### src/rtl/fetch_ctrl_pkg.sv
// rtl/fetch_ctrl_pkg.sv - shared constants and state type for the instruction fetch controller
// ST_DRAIN exists only when FETCH_EXC_EN is defined.
package fetch_ctrl_pkg;

  localparam logic [31:0] RESET_PC   = 32'h0000_3000;
  localparam logic [31:0] EXC_VECTOR = 32'h0000_4180;

  typedef enum logic [1:0] {
    ST_BOOT,
    ST_FETCH,
    ST_HOLD
`ifdef FETCH_EXC_EN
    , ST_DRAIN
`endif
  } fetch_state_e;

endpackage

### src/rtl/fetch_ctrl_redir_buf.sv
// rtl/fetch_ctrl_redir_buf.sv - one-entry pending redirect buffer (valid + target)
// Clear has priority over set, so a redirect consumed on the same edge never lingers.
module redir_buf (
  input  logic        clk,
  input  logic        rst_n,
  input  logic        set,
  input  logic [31:0] set_target,
  input  logic        clr,
  output logic        valid,
  output logic [31:0] target
);

  always_ff @(posedge clk or negedge rst_n) begin
    if (!rst_n) begin
      valid  <= 1'b0;
      target <= '0;
    end else if (clr) begin
      valid  <= 1'b0;
    end else if (set) begin
      valid  <= 1'b1;
      target <= set_target;
    end
  end

endmodule

### src/rtl/fetch_ctrl.sv
// rtl/fetch_ctrl.sv - instruction fetch controller with delay-slot redirect and output skid
// Optional exception/eret flush with DRAIN state under macro FETCH_EXC_EN.
module fetch_ctrl
  import fetch_ctrl_pkg::*;
(
  input  logic        clk,
  input  logic        rst_n,
  output logic        imem_req,
  output logic [31:0] imem_addr,
  input  logic        imem_ack,
  input  logic [31:0] imem_rdata,
  input  logic        redir_valid,
  input  logic [31:0] redir_target,
  output logic        if_valid,
  output logic [31:0] if_pc,
  output logic [31:0] if_instr,
  output logic        if_ds,
`ifdef FETCH_EXC_EN
  input  logic        exc_valid,
  input  logic        eret_valid,
  input  logic [31:0] epc,
`endif
  input  logic        id_ready
);

  fetch_state_e state;
  logic [31:0]  pc;
  logic [31:0]  skid_pc, skid_instr;
  logic         skid_ds;
  logic         buf_valid, buf_clr, redir_hit;
  logic [31:0]  buf_target, next_pc;
  logic         ack_take, out_free, consume;

  assign ack_take  = (state == ST_FETCH) && imem_ack;
  assign out_free  = !if_valid || id_ready;
  assign consume   = if_valid && id_ready;
  assign redir_hit = redir_valid || buf_valid;
  // A live redirect is newer than anything buffered, so it takes precedence.
  assign next_pc   = redir_valid ? redir_target :
                     buf_valid   ? buf_target   : imem_addr + 32'd4;

`ifdef FETCH_EXC_EN
  logic        flush;
  logic [31:0] flush_pc;
  assign flush    = exc_valid || eret_valid;
  assign flush_pc = exc_valid ? EXC_VECTOR : epc;
  assign buf_clr  = ack_take || flush;
`else
  assign buf_clr  = ack_take;
`endif

  redir_buf u_redir_buf (
    .clk        (clk),
    .rst_n      (rst_n),
    .set        (redir_valid),
    .set_target (redir_target),
    .clr        (buf_clr),
    .valid      (buf_valid),
    .target     (buf_target)
  );

  always_ff @(posedge clk or negedge rst_n) begin
    if (!rst_n) begin
      state      <= ST_BOOT;
      pc         <= RESET_PC;
      imem_req   <= 1'b0;
      imem_addr  <= RESET_PC;
      if_valid   <= 1'b0;
      if_pc      <= '0;
      if_instr   <= '0;
      if_ds      <= 1'b0;
      skid_pc    <= '0;
      skid_instr <= '0;
      skid_ds    <= 1'b0;
    end else begin
      if (consume) if_valid <= 1'b0;
      case (state)
        ST_BOOT: begin
          state     <= ST_FETCH;
          imem_req  <= 1'b1;
          imem_addr <= pc;
        end
        ST_FETCH: begin
          if (imem_ack) begin
            pc        <= next_pc;
            imem_addr <= next_pc;
            if (out_free) begin
              if_valid <= 1'b1;
              if_pc    <= imem_addr;
              if_instr <= imem_rdata;
              if_ds    <= redir_hit;
            end else begin
              // Word arrived while ID is stalled: park it and stop requesting.
              skid_pc    <= imem_addr;
              skid_instr <= imem_rdata;
              skid_ds    <= redir_hit;
              state      <= ST_HOLD;
              imem_req   <= 1'b0;
            end
          end
        end
        ST_HOLD: begin
          if (consume) begin
            if_valid <= 1'b1;
            if_pc    <= skid_pc;
            if_instr <= skid_instr;
            if_ds    <= skid_ds;
            state    <= ST_FETCH;
            imem_req <= 1'b1;
          end
        end
`ifdef FETCH_EXC_EN
        ST_DRAIN: begin
          if (imem_ack) begin
            state     <= ST_FETCH;
            imem_addr <= pc;
          end
        end
`endif
        default: state <= ST_BOOT;
      endcase
`ifdef FETCH_EXC_EN
      if (flush) begin
        if_valid <= 1'b0;
        pc       <= flush_pc;
        imem_req <= 1'b1;
        // An unacked request must complete at its original address before refetch.
        if (imem_req && !imem_ack) begin
          state     <= ST_DRAIN;
          imem_addr <= imem_addr;
        end else begin
          state     <= ST_FETCH;
          imem_addr <= flush_pc;
        end
      end
`endif
    end
  end

endmodule
### config.mk
export PLATFORM = sky130hd
export DESIGN_NAME = fetch_ctrl
export DESIGN_NICKNAME = d
export VERILOG_FILES = /design/src/rtl/fetch_ctrl_pkg.sv /design/src/rtl/fetch_ctrl_redir_buf.sv /design/src/rtl/fetch_ctrl.sv
export SDC_FILE = /design/constraint.sdc
export NUM_CORES = 1
export LEC_CHECK = 0
export ABC_AREA = 1
export CORE_MARGIN = 3
export CORE_UTILIZATION = 41
export DETAILED_ROUTE_END_ITERATION = 12
export PLACE_DENSITY = 0.72
export SYNTH_ARGS = -nofsm -noshare
export SYNTH_HDL_FRONTEND = slang
export SYNTH_SLANG_ARGS = --single-unit
### constraint.sdc
create_clock -name clk -period 1.74 [get_ports clk]
set_input_delay 0.348 -clock clk [delete_from_list [all_inputs] [get_ports clk]]
set_output_delay 0.348 -clock clk [all_outputs]
set_load 0.02 [all_outputs]
==> results_dict.tcl, run 1 <==
set metrics [dict create \
    failed_checks "negative setup slack" \
    syn_inst 1306 \
    cp_slowest_stage_delay_ns 0.43 \
    yosys.cell_types.count 30 \
    run_status "complete, but fails checks" \
    final_cell_mix "387 x nand2_1, 213 x dfrtp_1, 171 x nor2_1" \
    n_fill_cell 2150 \
    numCtsBuffers 24 \
    viasPerCell 5.22 \
    ys_seq_area_share_pct 53.2 \
    startpoint_type "flip-flop" \
    tightest_slew_ns 0.522 \
    clkLatencyLatePin_ns 0.52 \
    synth_seq_cells 231 \
    cp_cell_sequence "inv_2 > ha_4 > nand2_2 > o21ai_2 > nor2_4 > buf_8 > clkbuf_16 > nor2_2 > a31oi_1" \
    fp.dieArea_mm2 0.0285 \
    maxUsedRoutingLayer "met4" \
    antennaDiodeCount 0 \
    grt_use_total_pct 21.3 \
    final_util_pct 59.3 \
    antenna_found_initial 0 \
    mostFrequentLayoutCell "nand2_1" \
    cap_violations 0 \
    post-route-period-util_pct 104 \
    wirelength_mm 32.3 \
    worst_path_dominant_cell_family "buffers and inverters" \
    dp_cells 1834 \
    hold_violations 0 \
    root_buffer "clkbuf_16" \
    clock.fmax_mhz 553 \
    tns_ns -0.253 \
    fin_skew_ns 0.0218 \
    grt_setup_unrepaired "true" \
    io_pins 168 \
    relSlewSlack_pct 65.2 \
    syn2layout_area_growth_pct 39.9 \
    synth_nets 1380 \
    min_path_type "in2reg" \
    routabilityCongestion 0.884 \
    dp_slack_ns -0.175 \
    drive_gt1_share_pct 21.7 \
    nets 1643 \
    coreArea_mm2 0.0256 \
    postLayoutSetupSlackWorst_ns -0.0672 \
    drt-met1-wl_mm 14.7 \
    ff2ff_path_depth 9 \
    cts_tree "built" \
    arrival_ns 2.22 \
    route.met2.wl_mm 14.9 \
    crit_type "reg2reg" \
    via_count 9991 \
    whs_ns 0.255 \
    die_y_um 169 \
    grt_pass1_vias 9491 \
    finalCriticalPeriod_ns 1.81 \
    drt_first_iter_violations 977 \
    overflow 0 \
    power.density_mw_per_mm2 1940 \
    p_leak_nw 6.99 \
    wl_met3_mm 1.99 \
    worstPathMaxFanout 7 \
    critPathSlowestCell "dfrtp_1" \
    syn_avg_cell_area_um2 8.32 \
    grt_pass1_wl_mm 50.2 \
    cp.depth 9 \
    setup.worst_path.end_class "flip-flop" \
    io_buffers 167 \
    drc_errors 0 \
    cts_max_level 1 \
    hpwl_mm 21.7 \
    grt_max_degree 53 \
    die_w_um 169 \
    stdcell_count 1914 \
    crit_required_ns 2.15 \
    clkTransAtPathRegs_ns 0.06 \
    cts_sinks 231 \
    slew_viol_final 0 \
    firstDrtPassIters 5 \
    yosysWarnings 0 \
    wl_per_cell_um 16.9 \
    synth.cell_area_mm2 0.0109 \
    initial_utilization_pct 42.4 \
    crit_buf_inv 3 \
    holdPathStages 3 \
    clock_path_buffers 3 \
    placed_cell_area_mm2 0.0136 \
    fp-row-count 58 \
    finalInstanceArea_mm2 0.0152 \
    ant_nets 0 \
    finalPower_mw 29.4 \
    ir_worst_vdd_uv 1350 \
    setup_viol 11 \
]
cell type report:
type / count / area [um^2] / share of cell area, %
sequential: 231 / 5800 / 38.2
multi-input combinational: 944 / 4930 / 32.4
timing repair buffer: 311 / 3070 / 20.2
clock buffer: 34 / 699 / 4.60
tap: 330 / 413 / 2.72
inverter: 57 / 219 / 1.44
clock inverter: 7 / 68.8 / 0.453
cells in the mapped netlist (all sizes together):
cell      n  area, um^2
inv      57         214
a22oi     3        22.5
a21oi    32         160
xor2      4        35.0
buf      40         220
a31oi    79         494
o21ai    85         429
dfstp     4         105
o22ai     1        6.26
nand2   412        1570
dfrtp   227        5680
a22o      1        8.76
clkbuf   34         128
mux2     49         552
o211ai    6        45.0
nand3    56         280
and2      2        12.5
ha        5        62.6
nor2    209         845
worst paths after layout:
path | from | endpoint | slack, ns
hold reg to reg | u_redir_buf.target[22] | u_redir_buf.target[22] | 0.48
hold / removal | redir_valid | u_redir_buf.target[19] | 0.26
max in group asynchronous | rst_n | if_pc[31] | 0.75
setup / recovery | state[0] | if_instr[13] | -0.07
min in group asynchronous | rst_n | skid_pc[22] | 0.36
setup reg to reg | state[0] | if_instr[13] | -0.07
logic make-up after synthesis:
family,Yosys count,share of synthesized area (%)
AOI/OAI and AO/OA,207,10.7
xor gates and xnor gates,4,0.322
adders and majority gates,5,0.576
buffers and inverters,131,5.17
DFF,231,53.2
muxes,49,5.08
and+or+nand+nor,679,24.9
report_power, final:
group          switching [mW]  total (mW)  internal (mW)
Clock                    2.11        5.05           2.94
Sequential               1.65        9.56           7.91
Combinational            8.35        14.8           6.46
worst min-delay path, cell delays in order:
cell and delay (ns):
buf_2 0.20, nand3_1 0.12, nand2_1 0.05
repair_timing:
item	CTS	global route
gates resized for setup	174	124
buffers inserted	10	19
endpoints found under the setup margin	194	129
cloned	2	8
endpoints found under the hold margin	44	0
hold buffers	1	0
pin swaps	10	35
state kept, by name (all words and copies together), names as in the netlist, 2 cells and up:
signal / count
if_instr: 32
if_pc: 32
imem_addr: 32
pc: 32
skid_instr: 32
skid_pc: 32
state: 2
u_redir_buf.target: 32
per-layer routing:
layer | GRT usage, % | vias up
li1 | - | 4800
met1 | 31.6 | 4784
met2 | 33.3 | 356
met3 | 2.97 | 51
met4 | 5.34 | 0
met5 | 0 | -
Power figures use the tool's default switching activity.
==> inputs of run 2 (changes only) <==
==> constraint.sdc (replaced) <==
create_clock -name clk -period 1.5 [get_ports clk]
set_input_delay 0.3 -clock clk [delete_from_list [all_inputs] [get_ports clk]]
set_output_delay 0.3 -clock clk [all_outputs]
set_load 0.02 [all_outputs]
==> run 2 against run 1 <==
- the flow still finishes with violations (negative setup slack)
- flip-flop and latch count unchanged
- cell area rose by 19%
- via count increased by 14%
- clock skew shrank 0.0073 ns
- sequential power grew 21%
- power increased by 45%
- register-to-register slack worse by 0.28 ns
- wire length increased by 32%
==> results_dict.tcl, run 2 (same netlist as run 1, synthesis figures left out) <==
set metrics [dict create \
    setup.worst_path.end_class "flip-flop" \
    finalPower_mw 42.7 \
    antenna_found_initial 0 \
    finalInstanceArea_mm2 0.0181 \
    antennaDiodeCount 0 \
    multi_input_area_mm2 0.00638 \
    postLayoutSetupSlackWorst_ns -0.352 \
    nets 1746 \
    post-route-period-util_pct 123 \
    power.density_mw_per_mm2 2360 \
    fin_skew_ns 0.0145 \
    drt_first_iter_violations 1256 \
    ant_nets 0 \
    via_count 11367 \
    hpwl_mm 22.4 \
    die_w_um 169 \
    stdcell_count 2018 \
    io_buffers 167 \
    regArea_mm2 0.00580 \
    cap_violations 0 \
    cts_tree "built" \
    crit_required_ns 1.91 \
    rr_endpoint "imem_addr[10]" \
    p_leak_nw 8.18 \
    slew_viol_final 0 \
    final_cell_mix "328 x nand2_1, 212 x dfrtp_1, 121 x buf_4" \
    drive_gt1_share_pct 44.3 \
    wl_per_cell_um 21.1 \
    relSlewSlack_pct 70.6 \
    crit_type "reg2reg" \
    syn2layout_area_growth_pct 66.8 \
    clkLatencyLatePin_ns 0.53 \
    grt_max_degree 64 \
    numCtsBuffers 25 \
    overflow 0 \
    whs_ns 0.213 \
    fp-row-count 58 \
    die_y_um 169 \
    dp_slack_ns -0.360 \
    p_sw_share_pct 42.6 \
    power.share.clock_pct 13.9 \
    n_fill_cell 1700 \
    wirelength_mm 42.5 \
    hold_violations 0 \
    finalCriticalPeriod_ns 1.85 \
    io_pins 168 \
    grt_setup_unrepaired "true" \
    clkTransAtPathRegs_ns 0.07 \
    viasPerCell 5.63 \
    fp.dieArea_mm2 0.0285 \
    ir_worst_vdd_uv 1990 \
    initial_utilization_pct 42.4 \
    routabilityCongestion 0.925 \
    pwr-share-comb_pct 59.0 \
    switchingPower_mw 18.2 \
    final_util_pct 70.7 \
    tns_ns -43.82 \
    r2r-start "state[0]" \
    mostFrequentLayoutCell "nand2_1" \
    tightest_slew_ns 0.440 \
    grt_pass1_vias 10782 \
    cts_max_level 1 \
    worstPathMaxFanout 8 \
    root_buffer "clkbuf_16" \
    grt_use_total_pct 25.9 \
    crit_start "state[0]" \
    arrival_ns 2.26 \
    ff2ff_path_depth 9 \
    run_status "complete, but fails checks" \
    firstDrtPassIters 6 \
    drc_errors 0 \
    grt_pass1_wl_mm 59.6 \
    p_seq_share_pct 27.1 \
    startpoint_type "flip-flop" \
    clock.fmax_mhz 540 \
    internal-power_mw 24.5 \
    clock_path_buffers 3 \
    dp_cells 1870 \
    r2r_slack_ns -0.35 \
    setup_viol 240 \
    cts_sinks 231 \
    failed_checks "negative setup slack" \
    coreArea_mm2 0.0256 \
    min_path_type "in2async" \
    placed_cell_area_mm2 0.0140 \
]
run 2: area by class of cell:
type,count,area share (%)
Timing Repair Buffer,413,25.0
Sequential cell,231,32.0
Clock buffer,39,4.02
Multi-Input combinational cell,944,35.2
Inverter,57,1.34
Clock inverter,4,0.131
Tap cell,330,2.28
run 2: how the worst max path moves through the flow:
stage	end	slack, ns
CTS	imem_addr[22]	-0.23
floorplan	imem_addr[23]	-0.11
detailed placement	if_instr[16]	-0.36
global route	imem_addr[29]	-0.43
finish	imem_addr[10]	-0.35
global placement	if_instr[5]	-0.29
run 2: power groups by stage:
stage | Clock [mW] | Combinational, mW | Sequential [mW]
after floorplan | 0 | 7.26 | 12.4
after global placement | 0 | 15.8 | 10.9
after detailed placement | 0 | 16.3 | 11.0
after CTS | 5.85 | 21.5 | 11.1
after global routing | 6.19 | 26.6 | 11.8
final | 5.92 | 25.2 | 11.6
run 2: repair_timing:
action / 4_1_cts / 5_1_grt
buffers inserted: 50 / 43
endpoints found under the hold margin: 227 / 0
resized for setup: 629 / 384
hold buffers: 1 / 0
pin swaps: 33 / 54
endpoints found under the setup margin: 271 / 290
cloned: 24 / 11
run 2: worst max-delay path: stages, from the launching register on:
cell,delay (ns)
dfrtp_1,0.43
ha_4,0.20
buf_6,0.13
nand2_8,0.08
clkinv_8,0.10
a21oi_4,0.18
buf_12,0.18
clkinvlp_4,0.20
o211ai_1,0.15
nand2_1,0.07
run 2: per-layer routing:
layer / wire [um] / part of all wire [%] / vias to the layer above / track usage [%]
met3: 2920 / 6.9 / 153 / 2.71
met4: 1890 / 4.4 / 0 / 9.07
met1: 16800 / 40 / 5606 / 35.3
li1: - / - / 5004 / -
met2: 20900 / 49 / 604 / 43.2
met5: 0 / 0 / - / 0
